===== src/rtl/reg_write_arbiter_if.sv =====
// Write-back bus between the two requesters, the arbiter and the register file write port.
interface reg_write_arbiter_if #(
    parameter int AW = 4,
    parameter int DW = 8
);
    logic          req0_valid;
    logic [AW-1:0] req0_addr;
    logic [DW-1:0] req0_data;
    logic          req0_ready;
    logic          req1_valid;
    logic [AW-1:0] req1_addr;
    logic [DW-1:0] req1_data;
    logic          req1_ready;
    logic          we;
    logic [AW-1:0] wa;
    logic [DW-1:0] wd;
    logic          busy;

    modport slave (
        input  req0_valid, req0_addr, req0_data,
        input  req1_valid, req1_addr, req1_data,
        output req0_ready, req1_ready,
        output we, wa, wd, busy
    );

    modport master (
        output req0_valid, req0_addr, req0_data,
        output req1_valid, req1_addr, req1_data,
        input  req0_ready, req1_ready,
        input  we, wa, wd, busy
    );
endinterface


===== src/rtl/reg_write_arbiter.sv =====
// Round-robin arbiter for the register file's single write port, with registered we/wa/wd.
// Optional post-reset clear of all registers: define REGARB_CLEAR_ON_RESET_EN.
module reg_write_arbiter #(
    parameter int AW    = 4,
    parameter int DW    = 8,
    parameter int DEPTH = 16
) (
    input logic            clk,
    input logic            rst,
    reg_write_arbiter_if.slave bus
);
    if (DEPTH != (1 << AW)) begin : g_depth_check
        $error("reg_write_arbiter: DEPTH must equal 2**AW");
    end

    logic          run_en;
    logic [1:0]    valid_w;
    logic [1:0]    gnt_w;
    logic          xfer;
    logic          last_q;
    logic          last_d;
    logic          we_q;
    logic          we_d;
    logic [AW-1:0] wa_q;
    logic [AW-1:0] wa_d;
    logic [DW-1:0] wd_q;
    logic [DW-1:0] wd_d;

    assign valid_w = {bus.req1_valid, bus.req0_valid};

    // last_q=1 means req1 won most recently, so req0 has priority on contention.
    always_comb begin
        gnt_w = 2'b00;
        if (run_en && !rst) begin
            if (valid_w[0] && (!valid_w[1] || last_q)) begin
                gnt_w[0] = 1'b1;
            end else if (valid_w[1]) begin
                gnt_w[1] = 1'b1;
            end
        end
    end

    assign xfer           = |gnt_w;
    assign bus.req0_ready = gnt_w[0];
    assign bus.req1_ready = gnt_w[1];

    always_comb begin
        we_d   = xfer;
        wa_d   = wa_q;
        wd_d   = wd_q;
        last_d = last_q;
        if (xfer) begin
            wa_d   = gnt_w[1] ? bus.req1_addr : bus.req0_addr;
            wd_d   = gnt_w[1] ? bus.req1_data : bus.req0_data;
            last_d = gnt_w[1];
        end
    end

`ifdef REGARB_CLEAR_ON_RESET_EN
    typedef enum logic {
        ST_CLEAR,
        ST_RUN
    } state_t;

    localparam logic [AW-1:0] LAST_IDX = AW'(DEPTH - 1);

    state_t        state_q;
    logic [AW-1:0] clr_idx_q;

    // The final clear write and the switch to RUN share one edge, so busy drops with it.
    always_ff @(posedge clk) begin
        if (rst) begin
            state_q   <= ST_CLEAR;
            clr_idx_q <= '0;
            we_q      <= 1'b0;
            wa_q      <= '0;
            wd_q      <= '0;
            last_q    <= 1'b1;
        end else begin
            case (state_q)
                ST_CLEAR: begin
                    we_q      <= 1'b1;
                    wa_q      <= clr_idx_q;
                    wd_q      <= '0;
                    clr_idx_q <= clr_idx_q + 1'b1;
                    if (clr_idx_q == LAST_IDX) begin
                        state_q <= ST_RUN;
                    end
                end
                ST_RUN: begin
                    we_q   <= we_d;
                    wa_q   <= wa_d;
                    wd_q   <= wd_d;
                    last_q <= last_d;
                end
            endcase
        end
    end

    assign run_en   = (state_q == ST_RUN);
    assign bus.busy = (state_q == ST_CLEAR);
`else
    always_ff @(posedge clk) begin
        if (rst) begin
            we_q   <= 1'b0;
            wa_q   <= '0;
            wd_q   <= '0;
            last_q <= 1'b1;
        end else begin
            we_q   <= we_d;
            wa_q   <= wa_d;
            wd_q   <= wd_d;
            last_q <= last_d;
        end
    end

    assign run_en   = 1'b1;
    assign bus.busy = 1'b0;
`endif

    assign bus.we = we_q;
    assign bus.wa = wa_q;
    assign bus.wd = wd_q;
endmodule


===== src/flat_wrapper.sv =====
// flat-port wrapper written by rule: the top's interface ports become plain ports
module reg_write_arbiter_flat 
#(
    parameter int AW    = 4,
    parameter int DW    = 8,
    parameter int DEPTH = 16
)
  (clk, rst, bus_req0_valid, bus_req0_addr, bus_req0_data, bus_req1_valid, bus_req1_addr, bus_req1_data, bus_req0_ready, bus_req1_ready, bus_we, bus_wa, bus_wd, bus_busy);
  reg_write_arbiter_if #(.AW(AW), .DW(DW)) bus_i ();
  input logic clk;
  input logic rst;
  input wire logic [$bits(bus_i.req0_valid)-1:0] bus_req0_valid;
  input wire logic [$bits(bus_i.req0_addr)-1:0] bus_req0_addr;
  input wire logic [$bits(bus_i.req0_data)-1:0] bus_req0_data;
  input wire logic [$bits(bus_i.req1_valid)-1:0] bus_req1_valid;
  input wire logic [$bits(bus_i.req1_addr)-1:0] bus_req1_addr;
  input wire logic [$bits(bus_i.req1_data)-1:0] bus_req1_data;
  output wire logic [$bits(bus_i.req0_ready)-1:0] bus_req0_ready;
  output wire logic [$bits(bus_i.req1_ready)-1:0] bus_req1_ready;
  output wire logic [$bits(bus_i.we)-1:0] bus_we;
  output wire logic [$bits(bus_i.wa)-1:0] bus_wa;
  output wire logic [$bits(bus_i.wd)-1:0] bus_wd;
  output wire logic [$bits(bus_i.busy)-1:0] bus_busy;
  assign bus_i.req0_valid = bus_req0_valid;
  assign bus_i.req0_addr = bus_req0_addr;
  assign bus_i.req0_data = bus_req0_data;
  assign bus_i.req1_valid = bus_req1_valid;
  assign bus_i.req1_addr = bus_req1_addr;
  assign bus_i.req1_data = bus_req1_data;
  assign bus_req0_ready = bus_i.req0_ready;
  assign bus_req1_ready = bus_i.req1_ready;
  assign bus_we = bus_i.we;
  assign bus_wa = bus_i.wa;
  assign bus_wd = bus_i.wd;
  assign bus_busy = bus_i.busy;
  reg_write_arbiter #(.AW(AW), .DW(DW), .DEPTH(DEPTH)) u_core (.clk(clk), .rst(rst), .bus(bus_i));
endmodule

===== config.mk =====
export PLATFORM = sky130hd
export DESIGN_NAME = reg_write_arbiter_flat
export DESIGN_NICKNAME = d
export VERILOG_FILES = /design/src/rtl/reg_write_arbiter_if.sv /design/src/rtl/reg_write_arbiter.sv /design/src/flat_wrapper.sv
export SDC_FILE = /design/constraint.sdc
export NUM_CORES = 1
export LEC_CHECK = 0
export CORE_MARGIN = 4
export CORE_UTILIZATION = 37
export DETAILED_ROUTE_END_ITERATION = 12
export PLACE_DENSITY = 0.91
export SLEW_MARGIN = 5
export SYNTH_ARGS = -nofsm -noshare
export SYNTH_HDL_FRONTEND = slang
export SYNTH_SLANG_ARGS = --single-unit

===== constraint.sdc =====
create_clock -name clk -period 1.9 [get_ports clk]
set_input_delay 0.38 -clock clk [delete_from_list [all_inputs] [get_ports clk]]
set_output_delay 0.38 -clock clk [all_outputs]
set_load 0.02 [all_outputs]

==> summary.md <==
| Metric | Value |
|---|---|
| Status | completed |
| Top-count cell post-synth | dfxtp_1 |
| Tightest Hold Check Type | reg2reg |
| DR vias | around 710 |
| Total track usage | around 16% |
| Die width | between 50 and 60 µm |
| CTS tree | done |
| Fmax | 542 MHz |
| Clk buf depth | 2 |
| Initial core utilization | 39.1% |
| Largest area contributor in the netlist | dfxtp_1 |
| Layout cell share with drive strength beyond 1 | 14.0% |
| Initial antenna violation count | 0 |
| Worst r2r src | u_core.last_q |
| Final Power | 767 µW |
| Critical Path RT | between 1.5 and 2 ns |
| First DRT Iteration DRCs | 10 |
| TritonCTS Buffers | 3 |
| Final ANT Viol Nets | 0 |
| Clock sinks | 14 |
| Library cells used by synthesis | 19 |
| Final hold slack | just under 0.5 ns |
| LEAKAGE | 0.475 nW |
| Die area | roughly 2600 µm² |
| Root Driver | clkbuf_4 |
| HP Start | u_core.bus.wd[6] |
| Final Net Count | ~140 |
| Min cycle time layout | between 1.5 and 2 ns |
| Area share of the largest cell type after synthesis | between 40 and 50% |
| Asr flop ratio synth | 0% |
| RSZ-0062 raised after global routing | no |
| Syn_nets | 95 |
| CP max FO | 3 |
| Hold path depth | 1 |
| Warnings from Yosys | 0 |
| Core Rows | 15 |
| Largest net degree at the start of global routing | 16 |
| Post-synth EDFFs | 0 |
| Final Slew Violations | 0 |
| Worst-Skew Late Latency | about 0.28 ns |
| Final wirelength | 1940 µm |
| P per Cell Area | 664 nW/µm² |
| Worst clock skew | around 0.00054 ns |
| WP data arrival | ~1.5 ns |
| Die H | 50.7 µm |
| Crit path from | rst |
| Drt first pass iters | 4 |
| Clock transition at path regs | around 0.080 ns |
| First-pass GRT wire length | 3110 µm |
| Hold Buf Count CTS | 0 |
| Max VDD drop | just over 0.3 mV |
| Final core utilization | 66.9% |
| Core ar. | about 1700 µm² |
| Period utilization | 97.1% |
| Finished Layout Cells | approximately 140 |
| Crit path capture type | output pin |
| Synth area leaders | dfxtp_1 41%, a221o_1 18%, a2111oi_0 16%, inv_1 6.7%, buf_6 5.0% |
| R2R setup slack | about 0.61 ns |
| R2R depth | 4 |
| Synthesized area per cell | about 10 µm² |
| Via density | around 5.1 |
| N_diodes | 0 |
| Post-DP HPWL | 1500 µm |
| #FFs+latches synth | 14 |
| Io pins | 44 |
| Area Overhead vs Synth | 70.9% |
| Post-CTS Resized | 2 |
| Mapped Area | about 680 µm² |
| DRC errors left | 0 |
| Gate count after technology mapping | 67 |
| Startpoint types | input pin |
| DR WL/cell | 14.0 µm |
| Count of input and output buffers | 42 |
| Post-synth top cells | 14 x dfxtp_1, 12 x a2111oi_0, 12 x a221o_1, 12 x inv_1, 3 x buf_6 |
| Ys flop type | dfxtp_1 |
| Congestion Overflow GR | 0 |
| Max cap viols | 0 |
| H-tree Lvls | 1 |
| Routability cong. | just over 0.7 |
| Placed Instances | roughly 140 |
| Sequential area share after synthesis | about two fifths |
| Crit path kind | in2out |
| Number of global-route vias before repair | between 600 and 700 |
| Count of final setup violators | 0 |
| Fin. Hold Viols | 0 |
| Post-CTS Setup Inserts | 0 |
==> through the flow <==
step	setup TNS, ns	instance area [µm²]	worst slack, ns
floorplan	0	676	0.287
global placement	-0.452	1120	-0.232
detailed placement	-0.860	1120	-0.238
CTS	0	1160	0.0288
global route	0	1150	0.0159
finish	0	1150	0.0542
==> area by class of cell <==
| type | count | area, µm² |
|---|---|---|
| Clock buffer | 4 | 36.3 |
| Fill cell | 150 | 572 |
| Inverter | 12 | 45.0 |
| Multi-Input combinational cell | 34 | 288 |
| Sequential cell | 14 | 280 |
| Tap cell | 25 | 31.3 |
| Timing Repair Buffer | 50 | 474 |
==> cell usage in the layout, fill, tap and decap left out, types with 3 or more instances in the layout <==
master           count
dfxtp_1             14
clkbuf_4             3
clkdlybuf4s50_1     40
a2111oi_0           12
a221o_1             12
buf_4                8
inv_1               12
==> kinds of logic (layout without fill, tap and decap cells) <==
logic type	Yosys count	in the layout	share of synthesized area, %
other cells	1	1	0.555
flops	14	14	41.5
buf+inv	19	66	15.9
compound gates	25	25	34.1
simple gates	8	8	7.96
==> path summary, 6_finish.rpt <==
kind / endpoint
max: bus_req1_ready
min: u_core.bus.wd[6]
max reg2reg: u_core.bus.wd[5]
min reg2reg: u_core.bus.wd[6]
==> state kept, by name (all words and copies together), names as in the netlist <==
| register | cells |
|---|---|
| u_core.bus.wd | 8 |
| u_core.bus.wa | 4 |
| u_core.last_q | 1 |
| u_core.bus.we | 1 |
==> layer usage <==
metal	global-route usage [%]	vias to the layer above	wire length, µm
met4	8.07	0	14
met3	6.82	2	207
met5	0	-	0
met1	19.6	317	801
li1	-	350	-
met2	24.6	40	917
==> critical path, cell delays in order <==
cell and delay [ns]:
clkdlybuf4s50_1 0.43, and3b_4 0.31, dlygate4sd2_1 0.34
==> power breakdown <==
| group | leakage (nW) | internal [mW] | switching (mW) |
|---|---|---|---|
| Sequential | 0.116 | 0.319 | 0.0133 |
| Clock | 0.0210 | 0.117 | 0.0986 |
| Combinational | 0.338 | 0.127 | 0.0922 |
| Total | 0.475 | 0.563 | 0.204 |
Power figures use the tool's default switching activity.
==> patch (same settings) <==
Take the reset off `wd_q` and load it in a clocked block of its own.
--- a/src/rtl/reg_write_arbiter.sv
+++ b/src/rtl/reg_write_arbiter.sv
@@ -104,14 +104,16 @@
         if (rst) begin
             we_q   <= 1'b0;
             wa_q   <= '0;
-            wd_q   <= '0;
             last_q <= 1'b1;
         end else begin
             we_q   <= we_d;
             wa_q   <= wa_d;
-            wd_q   <= wd_d;
             last_q <= last_d;
         end
+    end
+
+    always_ff @(posedge clk) begin
+        wd_q <= wd_d;
     end
 
     assign run_en   = 1'b1;
Function: differs if rst is asserted again (counterexample within 4 cycles, from zero or initial values and one cycle with rst high); with rst held inactive, the same outputs for 10 cycles.
==> patch against the original RTL <==
Setup slack better by 0.10 ns; largest power group unchanged; final cell count shrank 16%; total power shrank 6.9%; cell area is 0.76% lower; routed wire length fell by 7.8%; die area is 4.7% lower; highest routed layer unchanged; maximum frequency is 5.9% higher; via count down 18%; critical path depth increased by 1; clock power decreased by 25%; synthesized area down 5.6%; sequential cell count did not move.
==> patch: results <==
metrics = {
    "run_status": {
        "status": "completed",
    },
    "clock_tree": {
        "cts-root-buf": "clkbuf_4",
        "clkTransAtPathRegs_ns": 0.08,
        "clk_latency_ns": 0.27,
        "cts_buffer_depth": 2,
    },
    "synthesis": {
        "mappedNetlistNets": 77,
        "synth_commonest_cells": "edfxtp_1 (8), mux2_2 (8), dfxtp_1 (6)",
        "netlist_top_cells_area": "edfxtp_1 (38%), dfxtp_1 (19%), mux2_2 (14%)",
        "avgSynthCellArea_sq_um": 13.0,
        "ys_types": 17,
        "synth_edf_count": 8,
        "ys_seq_area_frac": 0.565,
        "synthFlopType": "edfxtp_1",
    },
    "placement": {
        "dp_cells": 114,
        "dpl_cell_area_sq_um": 1130,
        "numPortBuffers": 42,
        "dpl.hpwl_mm": 1.50,
        "place.gp.congestion": 0.754,
    },
    "worst_setup_path": {
        "rrSetupSlack_ns": 0.59,
        "reg2reg_to": "u_core.bus.wd[0]",
        "arrival_ns": 1.36,
        "cp-startpoint": "bus_req1_valid",
    },
    "routing": {
        "routed_via_density": 4.99,
        "first_pass_iters": 2,
        "drt_iter0_drc": 11,
        "via_count": 584,
        "wire_per_inst_microns": 15.3,
    },
    "grt": {
        "antenna_found_initial": 0,
        "grt_pass1_vias": 622,
        "grt_pass1_wl_mm": 2.96,
        "grtUsageTotal": 0.159,
        "grt_max_degree": 9,
    },
    "min_path": {
        "hold_start": "u_core.bus.wa[1]",
        "min_to": "u_core.bus.wa[1]",
    },
    "layout": {
        "largest_register_ffs": 8,
        "nNetsFinal": 131,
        "drive_above_1_share": 0.267,
        "n_fill_cell": 117,
        "area_growth_pct": 79.6,
    },
    "timing": {
        "skew_ns": 0.00153,
    },
    "pwr": {
        "ir_worst_vdd_uv": 441,
        "leakage_nw": 0.465,
    },
}
-- patch: cell type report --
class,instances,share of cell area
flip-flops and latches,14,0.314
repair buffers,52,0.424
multi-input cells,27,0.209
clock buffers,3,0.0197
inverters,5,0.0164
well taps,16,0.0175
-- patch: how the worst max path moves through the flow --
stage / end / slack [ns] / cells after the start
after detailed placement: bus_req0_ready / -0.25 / 4
after CTS: bus_req0_ready / 0.02 / 4
final: bus_req0_ready / 0.16 / 4
after floorplan: bus_req0_ready / 0.35 / 3
after global routing: u_core.bus.wa[0] / 0.09 / 7
after global placement: bus_req0_ready / -0.24 / 4
-- patch: metrics by stage --
step                      worst slack, ns  hold slack (ns)  setup TNS, ns
after floorplan                     0.350            0.503              0
after global placement             -0.236            0.473          -1.54
after detailed placement           -0.251            0.474          -1.84
after CTS                          0.0205            0.503              0
after global routing               0.0900            0.521              0
final                               0.157            0.503              0
-- patch: critical path, stage by stage --
cell and delay [ns]:
clkdlybuf4s50_1 0.44, nor2b_1 0.15, nor3b_1 0.19, clkbuf_2 0.20
-- patch: logic make-up after synthesis --
group                  Yosys count  share of synthesized area
DFF                             14                      0.565
AOI/OAI and AO/OA                9                      0.125
and+or+nand+nor                  9                     0.0981
muxes                            8                      0.141
buffers and inverters            8                     0.0647
other                            1                    0.00588
-- patch: power by group --
| group | total (mW) | switching [mW] | leakage (nW) | internal, mW |
|---|---|---|---|---|
| combinational | 0.199 | 0.0791 | 0.324 | 0.120 |
| sequential | 0.354 | 0.00920 | 0.127 | 0.345 |
| clock | 0.161 | 0.0880 | 0.0138 | 0.0734 |
-- patch: per-layer routing --
metal  global-route usage  share of wire  vias to the layer above
met2                0.282           0.48                       33
met4               0.0415          0.011                        0
met3               0.0361          0.080                        2
met5                    0              0                        -
li1                     -              -                      288
met1                0.193           0.43                      261
